--- src/rtl/muldiv_issue_ctrl_if.sv ---
// Start/opreat_over handshake and result buses between the EX-stage
// issue controller (master) and the multiplier/divider (slave).
interface muldiv_issue_ctrl_if;
  logic        mult_start;
  logic        diver_start;
  logic        mult_sign;
  logic        div_sign;
  logic        is_busbusy;
  logic        opreat_over;
  logic [63:0] mult_result;
  logic [63:0] diver_result;

  modport master (
    output mult_start, diver_start, mult_sign, div_sign, is_busbusy,
    input  opreat_over, mult_result, diver_result
  );

  modport slave (
    input  mult_start, diver_start, mult_sign, div_sign, is_busbusy,
    output opreat_over, mult_result, diver_result
  );
endinterface

--- src/rtl/muldiv_issue_ctrl.sv ---
// EX-stage issue controller for the multiplier/divider.
// Starts MULT/MULTU/DIV/DIVU, holds EX until the result is captured into
// HI/LO, executes MTHI/MTLO and drains ops abandoned by a flush.
//
//  state | meaning
//  IDLE  | no op in flight; may issue or execute MTHI/MTLO
//  ARM   | cycle after start; opreat_over not yet meaningful
//  WAIT  | op in flight; capture HI/LO when opreat_over rises
//  DONE  | result captured; EX released, waiting out mem_stall
//  DRAIN | flushed op still in the ALU; discard its result
module muldiv_issue_ctrl #(
  parameter bit DIV0_SKIP = 1'b1
) (
  input  logic                       clk,
  input  logic                       rst,
  input  logic                       ex_op_valid,
  input  logic [2:0]                 ex_op,
  input  logic [31:0]                ex_rs_data,
  input  logic [31:0]                ex_rt_data,
  input  logic                       flush,
  input  logic                       mem_stall,
  output logic                       ex_stall,
  muldiv_issue_ctrl_if.master        alu,
  output logic [31:0]                hi,
  output logic [31:0]                lo
);

  localparam logic [2:0] OP_MULT  = 3'd1;
  localparam logic [2:0] OP_DIV   = 3'd3;
  localparam logic [2:0] OP_DIVU  = 3'd4;
  localparam logic [2:0] OP_MTHI  = 3'd5;
  localparam logic [2:0] OP_MTLO  = 3'd6;

  typedef enum logic [2:0] {
    S_IDLE,
    S_ARM,
    S_WAIT,
    S_DONE,
    S_DRAIN
  } state_t;

  state_t      state_q, state_d;
  logic [2:0]  op_q, op_d;
  logic [31:0] hi_q, hi_d;
  logic [31:0] lo_q, lo_d;

  logic       ex_live;
  logic       ex_is_md;
  logic       ex_is_div;
  logic       ex_div0;
  logic       go;
  logic       op_q_is_div;
  logic [2:0] sign_op;

  // Decode of the instruction currently held in EX
  always_comb begin
    ex_live     = ex_op_valid & ~flush & ~mem_stall;
    ex_is_md    = (ex_op >= OP_MULT) && (ex_op <= OP_DIVU);
    ex_is_div   = (ex_op == OP_DIV) || (ex_op == OP_DIVU);
    ex_div0     = DIV0_SKIP && ex_is_div && (ex_rt_data == 32'd0);
    go          = ex_live & ex_is_md & alu.opreat_over & ~ex_div0;
    op_q_is_div = (op_q == OP_DIV) || (op_q == OP_DIVU);
    sign_op     = (state_q == S_IDLE) ? ex_op : op_q;
  end

  // Next-state, handshake outputs and HI/LO update
  always_comb begin
    state_d         = state_q;
    op_d            = op_q;
    hi_d            = hi_q;
    lo_d            = lo_q;
    ex_stall        = 1'b0;
    alu.mult_start  = 1'b0;
    alu.diver_start = 1'b0;
    alu.mult_sign   = (sign_op == OP_MULT);
    alu.div_sign    = (sign_op == OP_DIV);
    alu.is_busbusy  = mem_stall;

    // The abandoned op in DRAIN never touches HI/LO, so a move need not wait for it.
    if (((state_q == S_IDLE) || (state_q == S_DRAIN)) && ex_live) begin
      if (ex_op == OP_MTHI) hi_d = ex_rs_data;
      if (ex_op == OP_MTLO) lo_d = ex_rs_data;
    end

    case (state_q)
      S_IDLE: begin
        if (go) begin
          alu.mult_start  = ~ex_is_div;
          alu.diver_start = ex_is_div;
          op_d            = ex_op;
          ex_stall        = 1'b1;
          state_d         = S_ARM;
        end else if (ex_op_valid & ~flush & ex_is_md & ~ex_div0 & ~alu.opreat_over) begin
          // ALU still finishing a drained op
          ex_stall = 1'b1;
        end
      end
      S_ARM: begin
        ex_stall = 1'b1;
        state_d  = flush ? S_DRAIN : S_WAIT;
      end
      S_WAIT: begin
        ex_stall = 1'b1;
        if (flush) begin
          state_d = S_DRAIN;
        end else if (alu.opreat_over) begin
          if (op_q_is_div) begin
            hi_d = alu.diver_result[63:32];
            lo_d = alu.diver_result[31:0];
          end else begin
            hi_d = alu.mult_result[63:32];
            lo_d = alu.mult_result[31:0];
          end
          state_d = S_DONE;
        end
      end
      S_DONE: begin
        if (flush || !mem_stall) state_d = S_IDLE;
      end
      S_DRAIN: begin
        ex_stall = ex_op_valid & ex_is_md;
        if (alu.opreat_over) state_d = S_IDLE;
      end
      default: state_d = S_IDLE;
    endcase
  end

  // State and architectural HI/LO registers
  always_ff @(posedge clk) begin
    if (!rst) begin
      state_q <= S_IDLE;
      op_q    <= 3'd0;
      hi_q    <= 32'd0;
      lo_q    <= 32'd0;
    end else begin
      state_q <= state_d;
      op_q    <= op_d;
      hi_q    <= hi_d;
      lo_q    <= lo_d;
    end
  end

  assign hi = hi_q;
  assign lo = lo_q;

endmodule

--- src/flat_wrapper.sv ---
// flat-port wrapper written by rule: the top's interface ports become plain ports
module muldiv_issue_ctrl_flat 
#(
  parameter bit DIV0_SKIP = 1'b1
)
  (clk, rst, ex_op_valid, ex_op, ex_rs_data, ex_rt_data, flush, mem_stall, ex_stall, hi, lo, alu_mult_start, alu_diver_start, alu_mult_sign, alu_div_sign, alu_is_busbusy, alu_opreat_over, alu_mult_result, alu_diver_result);
  muldiv_issue_ctrl_if alu_i ();
  input  logic clk;
  input  logic rst;
  input  logic ex_op_valid;
  input  logic [2:0] ex_op;
  input  logic [31:0] ex_rs_data;
  input  logic [31:0] ex_rt_data;
  input  logic flush;
  input  logic mem_stall;
  output logic ex_stall;
  output logic [31:0] hi;
  output logic [31:0] lo;
  output wire logic [$bits(alu_i.mult_start)-1:0] alu_mult_start;
  output wire logic [$bits(alu_i.diver_start)-1:0] alu_diver_start;
  output wire logic [$bits(alu_i.mult_sign)-1:0] alu_mult_sign;
  output wire logic [$bits(alu_i.div_sign)-1:0] alu_div_sign;
  output wire logic [$bits(alu_i.is_busbusy)-1:0] alu_is_busbusy;
  input wire logic [$bits(alu_i.opreat_over)-1:0] alu_opreat_over;
  input wire logic [$bits(alu_i.mult_result)-1:0] alu_mult_result;
  input wire logic [$bits(alu_i.diver_result)-1:0] alu_diver_result;
  assign alu_mult_start = alu_i.mult_start;
  assign alu_diver_start = alu_i.diver_start;
  assign alu_mult_sign = alu_i.mult_sign;
  assign alu_div_sign = alu_i.div_sign;
  assign alu_is_busbusy = alu_i.is_busbusy;
  assign alu_i.opreat_over = alu_opreat_over;
  assign alu_i.mult_result = alu_mult_result;
  assign alu_i.diver_result = alu_diver_result;
  muldiv_issue_ctrl #(.DIV0_SKIP(DIV0_SKIP)) u_core (.clk(clk), .rst(rst), .ex_op_valid(ex_op_valid), .ex_op(ex_op), .ex_rs_data(ex_rs_data), .ex_rt_data(ex_rt_data), .flush(flush), .mem_stall(mem_stall), .ex_stall(ex_stall), .alu(alu_i), .hi(hi), .lo(lo));
endmodule
--- config.mk ---
export PLATFORM = sky130hd
export DESIGN_NAME = muldiv_issue_ctrl_flat
export DESIGN_NICKNAME = d
export VERILOG_FILES = /design/src/rtl/muldiv_issue_ctrl_if.sv /design/src/rtl/muldiv_issue_ctrl.sv /design/src/flat_wrapper.sv
export SDC_FILE = /design/constraint.sdc
export NUM_CORES = 1
export LEC_CHECK = 0
export ABC_CLOCK_PERIOD_IN_PS = 4200
export CORE_MARGIN = 1
export CORE_UTILIZATION = 40
export CTS_CLUSTER_DIAMETER = 100
export DETAILED_ROUTE_END_ITERATION = 8
export GPL_TIMING_DRIVEN = 0
export PLACE_DENSITY = 0.87
export SYNTH_ARGS = -nofsm -noshare
export SYNTH_HDL_FRONTEND = slang
export SYNTH_SLANG_ARGS = --single-unit
--- constraint.sdc ---
create_clock -name clk -period 4.2 [get_ports clk]
set_input_delay 0.84 -clock clk [delete_from_list [all_inputs] [get_ports clk]]
set_output_delay 0.84 -clock clk [all_outputs]
set_load 0.005 [all_outputs]
After elaboration in Yosys (flattened, before gate mapping) --
Index checks and enable logic that the tools add are counted.
Storage, ports and cells: output and inout port bits 70, bits of input ports 201, flip-flop bits (word level) 70, word-level logic and storage cells 76
Operators by class: eq/ne operators 16, mux-type cells 27, magnitude comparators 2, bitwise logic cells 14, reduce and logical (&&, ||, !) cells 13
Operators by type and width (count):
- two-way mux 32 bit | 12
- logical NOT 32 bit | 1
- two-way mux 3 bit | 7
- equality test 3 x 2 -> 1 bit, second input constant | 5
- equality test 3 bit, second input constant | 5
- case mux 3 bit (5 select lines) | 1
- AND 1 bit | 9
- equality test 3 x 1 -> 1 bit, second input constant | 2
- two-way mux 1 bit | 6
- inverter 1 bit | 5
- logical OR 1 bit | 4
- != test 2 x 1 -> 1 bit, second input constant | 2
- AND reduction 4 bit | 1
- greater-or-equal comparator 3 x 1 -> 1 bit, second input constant | 1
- less-or-equal comparator 3 bit, second input constant | 1
- logical AND 1 bit | 3
- logical NOT 3 bit | 1
- != test 3 bit, second input constant | 1
- case mux 1 bit (3 select lines) | 1
- != test 2 bit, second input constant | 1
- AND reduction 2 bit | 1
- OR reduction 2 bit | 1
- logical NOT 1 bit | 1

Longest topological paths before layout --
depth in word-level cells 9, gate-level depth with buffers 8, mapped depth without buffers 5

Worst setup path before layout --
Ideal clock, no wire load.
kind input-to-output, from input port ex_rt_data[27], to output port ex_stall, data arrival time 1.684 ns, buffers on the path 0, slack 1.676 ns, stages on the path 4, path through nor4_1 -> nand4_1 -> nor3_1 -> o211ai_1
Between the ends: cells in the longest elaborated chain, start to end 8, elaborated cells between the ends (all ways) 9, those cells by class mux: 3; bitwise: 4; reduce/logical: 2
Ends and longest elaborated chain:
- start: declaration | RTL line flat_wrapper.sv:13 | input logic [31:0] ex_rt_data;
- logical NOT 32 bit * | RTL line muldiv_issue_ctrl.sv:60 | ex_div0 = DIV0_SKIP && ex_is_div && (ex_rt_data == 32'd0);
- logical AND 1 bit * | RTL line muldiv_issue_ctrl.sv:60
- inverter 1 bit * | RTL line muldiv_issue_ctrl.sv:61, muldiv_issue_ctrl.sv:93
- AND 1 bit (2 in series) | RTL line muldiv_issue_ctrl.sv:93 | end else if (ex_op_valid & ~flush & ex_is_md & ~ex_div0 & ~alu.opreat_over) begin
- two-way mux 1 bit | RTL line muldiv_issue_ctrl.sv:93
- two-way mux 1 bit * | RTL line muldiv_issue_ctrl.sv:87 | if (go) begin
- case mux 1 bit (3 select lines) * | RTL line muldiv_issue_ctrl.sv:85 | case (state_q)
- end: declaration | RTL line flat_wrapper.sv:16 | output logic ex_stall;
Mark *: on every way between the ends. The rest lies on a longest branch, timed or not.

Final worst setup path --
from input port ex_op[1], to output port alu_diver_start
Between the ends: cells in the longest elaborated chain, start to end 7, elaborated cells between the ends (all ways) 13, those cells by class order compare: 2; eq/ne: 2; mux: 2; bitwise: 4; reduce/logical: 3
Ends and longest elaborated chain:
- start: declaration | RTL line flat_wrapper.sv:11 | input logic [2:0] ex_op;
- greater-or-equal comparator 3 x 1 -> 1 bit, or another cell as far along | RTL line muldiv_issue_ctrl.sv:58 | ex_is_md = (ex_op >= OP_MULT) && (ex_op <= OP_DIVU);
- logical AND 1 bit / logical OR 1 bit (equally long branches) | RTL line muldiv_issue_ctrl.sv:58, muldiv_issue_ctrl.sv:59
- AND 1 bit / logical AND 1 bit (equally long branches) | RTL line muldiv_issue_ctrl.sv:61, muldiv_issue_ctrl.sv:60
- AND 1 bit / inverter 1 bit (equally long branches) | RTL line muldiv_issue_ctrl.sv:61 | go = ex_live & ex_is_md & alu.opreat_over & ~ex_div0;
- AND 1 bit | RTL line muldiv_issue_ctrl.sv:61
- two-way mux 1 bit * | RTL line muldiv_issue_ctrl.sv:87
- two-way mux 1 bit * | RTL line muldiv_issue_ctrl.sv:85
- end: declaration | RTL line flat_wrapper.sv:20 | output wire logic [$bits(alu_i.diver_start)-1:0] alu_diver_start;
Marks and branches as above.

==> summary.txt <==
Critical path
  • RR Endpoint: u_core.hi[8]$_SDFF_PN0_
  • Crit path capture: alu_diver_start
  • Critical Path Start Type: input port
  • FF-to-FF setup slack: roughly 2.3 ns
  • Worst Path Arrival: just under 3 ns
  • CP Max Fanout: 6
  • Critical path type: input port to primary output
  • Worst Path Required: between 3 and 4 ns
  • CP endpoint kind: primary output
  • CP Launch Point: ex_op[1]
  • R2r worst-path depth: 7
  • R2r startpoint: u_core.op_q[0]$_SDFFE_PN0P_

Power and ir drop
  • Net load switching power: roughly 340 uW
  • Total power: 1585 uW
  • Clock share of power: roughly 37%
  • Part of the power in registers: approximately 42%
  • PD cells: between 200 and 250 mW/mm^2
  • Lkg Pwr: 0.002500 uW
  • Net Sw Frac: between 20% and 30%
  • Comb power frac: 20.2%
  • Internal: roughly 1200 uW
  • Peak VDD IR: ~130 uV

Clock tree
  • Clock Tree Root: clkbuf_8
  • Buffer depth of the longest clock path: 2
  • Clk slew on worst S/H paths: 0.07 ns
  • Clk sinks: 70
  • Post-CTS sizing: 0
  • Clk_lat worst skew: between 0.3 and 0.4 ns
  • Cts hold-fix bufs: 0
  • CTS H-Tree Depth: 3
  • CTS tree: built
  • Post-CTS setup buffer count: 0
  • CTS buffer count: 9

Synth
  • Avg Cell Area, Syn: about 9.7 sq um
  • Area leader, netlist: dfxtp_1
  • Yosys warnings: 0
  • Top_reg_cell synth: dfxtp_1
  • Synth area leaders: dfxtp_1, mux2i_1, mux2_2
  • Post-Syn Area: ~0.0042 sq mm
  • Synthesized Nets: around 640
  • Ys async rst share: 0%
  • Synth cell types: 44
  • Number of synthesized flops with an enable pin: 0
  • Sequential area share after synthesis: 33.13%
  • Synth top area share: 33.13%
  • Syn Inst Count: 435
  • FF+latch count, synth: 70

Global route
  • First-pass GRT wire length: 24060 microns
  • Initial antenna violation count: 0
  • Busiest layer in global routing: met2
  • M1 GR Usage: 29.26%
  • Grt ovf: 0
  • GRT Resource Usage Total: 27.83%
  • Number of global-route vias before repair: roughly 5000
  • GR Util met3: around 6.2%
  • M2 GR Usage: between 50% and 60%
  • Largest net degree at the start of global routing: 12

STA
  • Final hold slack: 0.5077 ns
  • Final Hold Vio Count: 0
  • Max-slew headroom: around 60%
  • Crit path time final: approximately 3.8 ns
  • Slew Viols, Final: 0
  • Endpoints failing setup: 0
  • Worst Tran Pin Value: approximately 0.6 ns
  • Unrepaired setup endpoints after global routing: false
  • Max Clk Rate: ~260 MHz
  • Crit share post-route: roughly 90%
  • Max Clock Skew: slightly below 0.008 ns
  • Sum Neg Setup Slack: 0 ns

Floorplan
  • Initial Util: 41.16%
  • Die Ht: about 100 microns
  • Die width: 104.8 microns
  • Die area: between 0.01 and 0.015 sq mm
  • Cell Rows: 37
  • IO Count: between 200 and 300
  • Core area: just over 0.01 sq mm

Final layout
  • N_diodes: 0
  • Most common cell after layout, fill and taps aside: clkdlybuf4s50_1
  • Share of cells above drive strength 1: about 14%
  • Synthesis-to-layout area growth: 72.76%
  • Most frequent cells in the layout: clkdlybuf4s50_1, a21oi_1, dfxtp_1
  • Fillers: 800
  • Nets: 916

Detailed routing
  • DR iter-0 viols: 136
  • Vias/cell: between 5 and 6
  • Via count: ~4600
  • Average wire per standard cell: around 18 microns
  • DRT Pass-1 Iters: 4
  • Drt total wl: 15250 microns
  • Routed Antenna Nets: 0
  • DRC violations left: 0

Place
  • Placer Congestion: between 0.8 and 0.9
  • PortBufs: about 270
  • Hpwl dp: approximately 12000 microns

Flow run
  • Total of max-cap violations: 0

Hold path
  • Hold Path Cell Cnt: 2
  • Hold Crit Class: flip-flop to flip-flop

Status
  • Outcome: complete, no violations
[critical path, stage by stage]
cell,delay [ns]
clkdlybuf4s50_1,0.59
nor2_1,0.10
xnor2_1,0.35
nand4_1,0.26
nor3_1,0.23
clkdlybuf4s50_1,0.57
[routing by layer]
layer,vias to the layer above,routed length (microns)
met5,-,0
met4,0,497
met3,46,953
met2,210,7934
met1,2130,5862
li1,2164,-
[per-stage QoR]
step / cells / util [%] / worst slack, ns / area (sq um)
floorplan: 435 / - / 1.676 / 4230
finish: 856 / 71.11 / 0.4127 / 7308
global route: 856 / 71.11 / 0.3254 / 7308
detailed placement: 840 / 69.02 / 0.4847 / 7093
CTS: 856 / 71.11 / 0.4734 / 7308
global placement: 840 / 69.02 / 0.5574 / 7093
[layout make-up]
class / count / area (sq um) / share of cell area, %
Timing Repair Buffer: 269 / 2693 / 36.84
Multi-Input combinational cell: 322 / 2459 / 33.64
Sequential cell: 70 / 1401 / 19.17
Buffer: 40 / 359.1 / 4.914
Tap cell: 136 / 170.2 / 2.328
Clock buffer: 12 / 145.1 / 1.986
Clock inverter: 4 / 70.07 / 0.9587
Inverter: 3 / 11.26 / 0.1541
[Yosys cell counts, types with 2 or more instances]
cell,number
nor3_1,4
nand4_1,5
nor2_1,4
a21oi_1,70
dfxtp_1,70
a31oi_1,2
buf_4,6
and2_1,2
inv_1,3
nand3_1,6
nand2_1,5
mux2_1,13
nor3b_2,2
mux2_2,42
nor3b_1,2
mux2i_1,64
clkbuf_1,10
nor4_1,8
buf_12,6
clkbuf_8,6
o21ai_0,58
mux2_4,9
o21ai_1,11
buf_2,5
clkbuf_2,3
[power groups by stage]
stage          clock, uW  combinational [uW]  sequential (uW)
2_1_floorplan          0                86.3              688
3_3_place_gp           0                 311              687
3_5_place_dp           0                 318              688
4_1_cts              603                 320              672
5_1_grt              633                 341              673
6_report             593                 319              672
[registers in the layout, summed over array words and instances (netlist names)]
| name | count |
|---|---|
| u_core.lo | 32 |
| u_core.state_q | 3 |
| u_core.op_q | 3 |
| u_core.hi | 32 |
[kinds of logic (layout without fill, tap and decap cells)]
group                  count (synthesis)  count (layout)  synth area share, %
flip-flops                            70              70                33.13
AO/OA/AOI/OAI                        146             146                17.72
AND/OR/NAND/NOR                       47              47                7.217
multiplexers                         128             128                32.98
XOR/XNOR                               1               1               0.2071
buffers and inverters                 43             328                8.755
[worst min path at each step]
stage / from / to / slack [ns]
floorplan: u_core.op_q[0]$_SDFFE_PN0P_ / u_core.op_q[0]$_SDFFE_PN0P_ / 0.47
global placement: u_core.op_q[0]$_SDFFE_PN0P_ / u_core.op_q[0]$_SDFFE_PN0P_ / 0.49
detailed placement: u_core.op_q[0]$_SDFFE_PN0P_ / u_core.op_q[0]$_SDFFE_PN0P_ / 0.50
CTS: u_core.op_q[0]$_SDFFE_PN0P_ / u_core.op_q[0]$_SDFFE_PN0P_ / 0.50
global route: u_core.op_q[0]$_SDFFE_PN0P_ / u_core.op_q[0]$_SDFFE_PN0P_ / 0.55
finish: u_core.op_q[0]$_SDFFE_PN0P_ / u_core.op_q[0]$_SDFFE_PN0P_ / 0.51
Power figures use the tool's default switching activity.
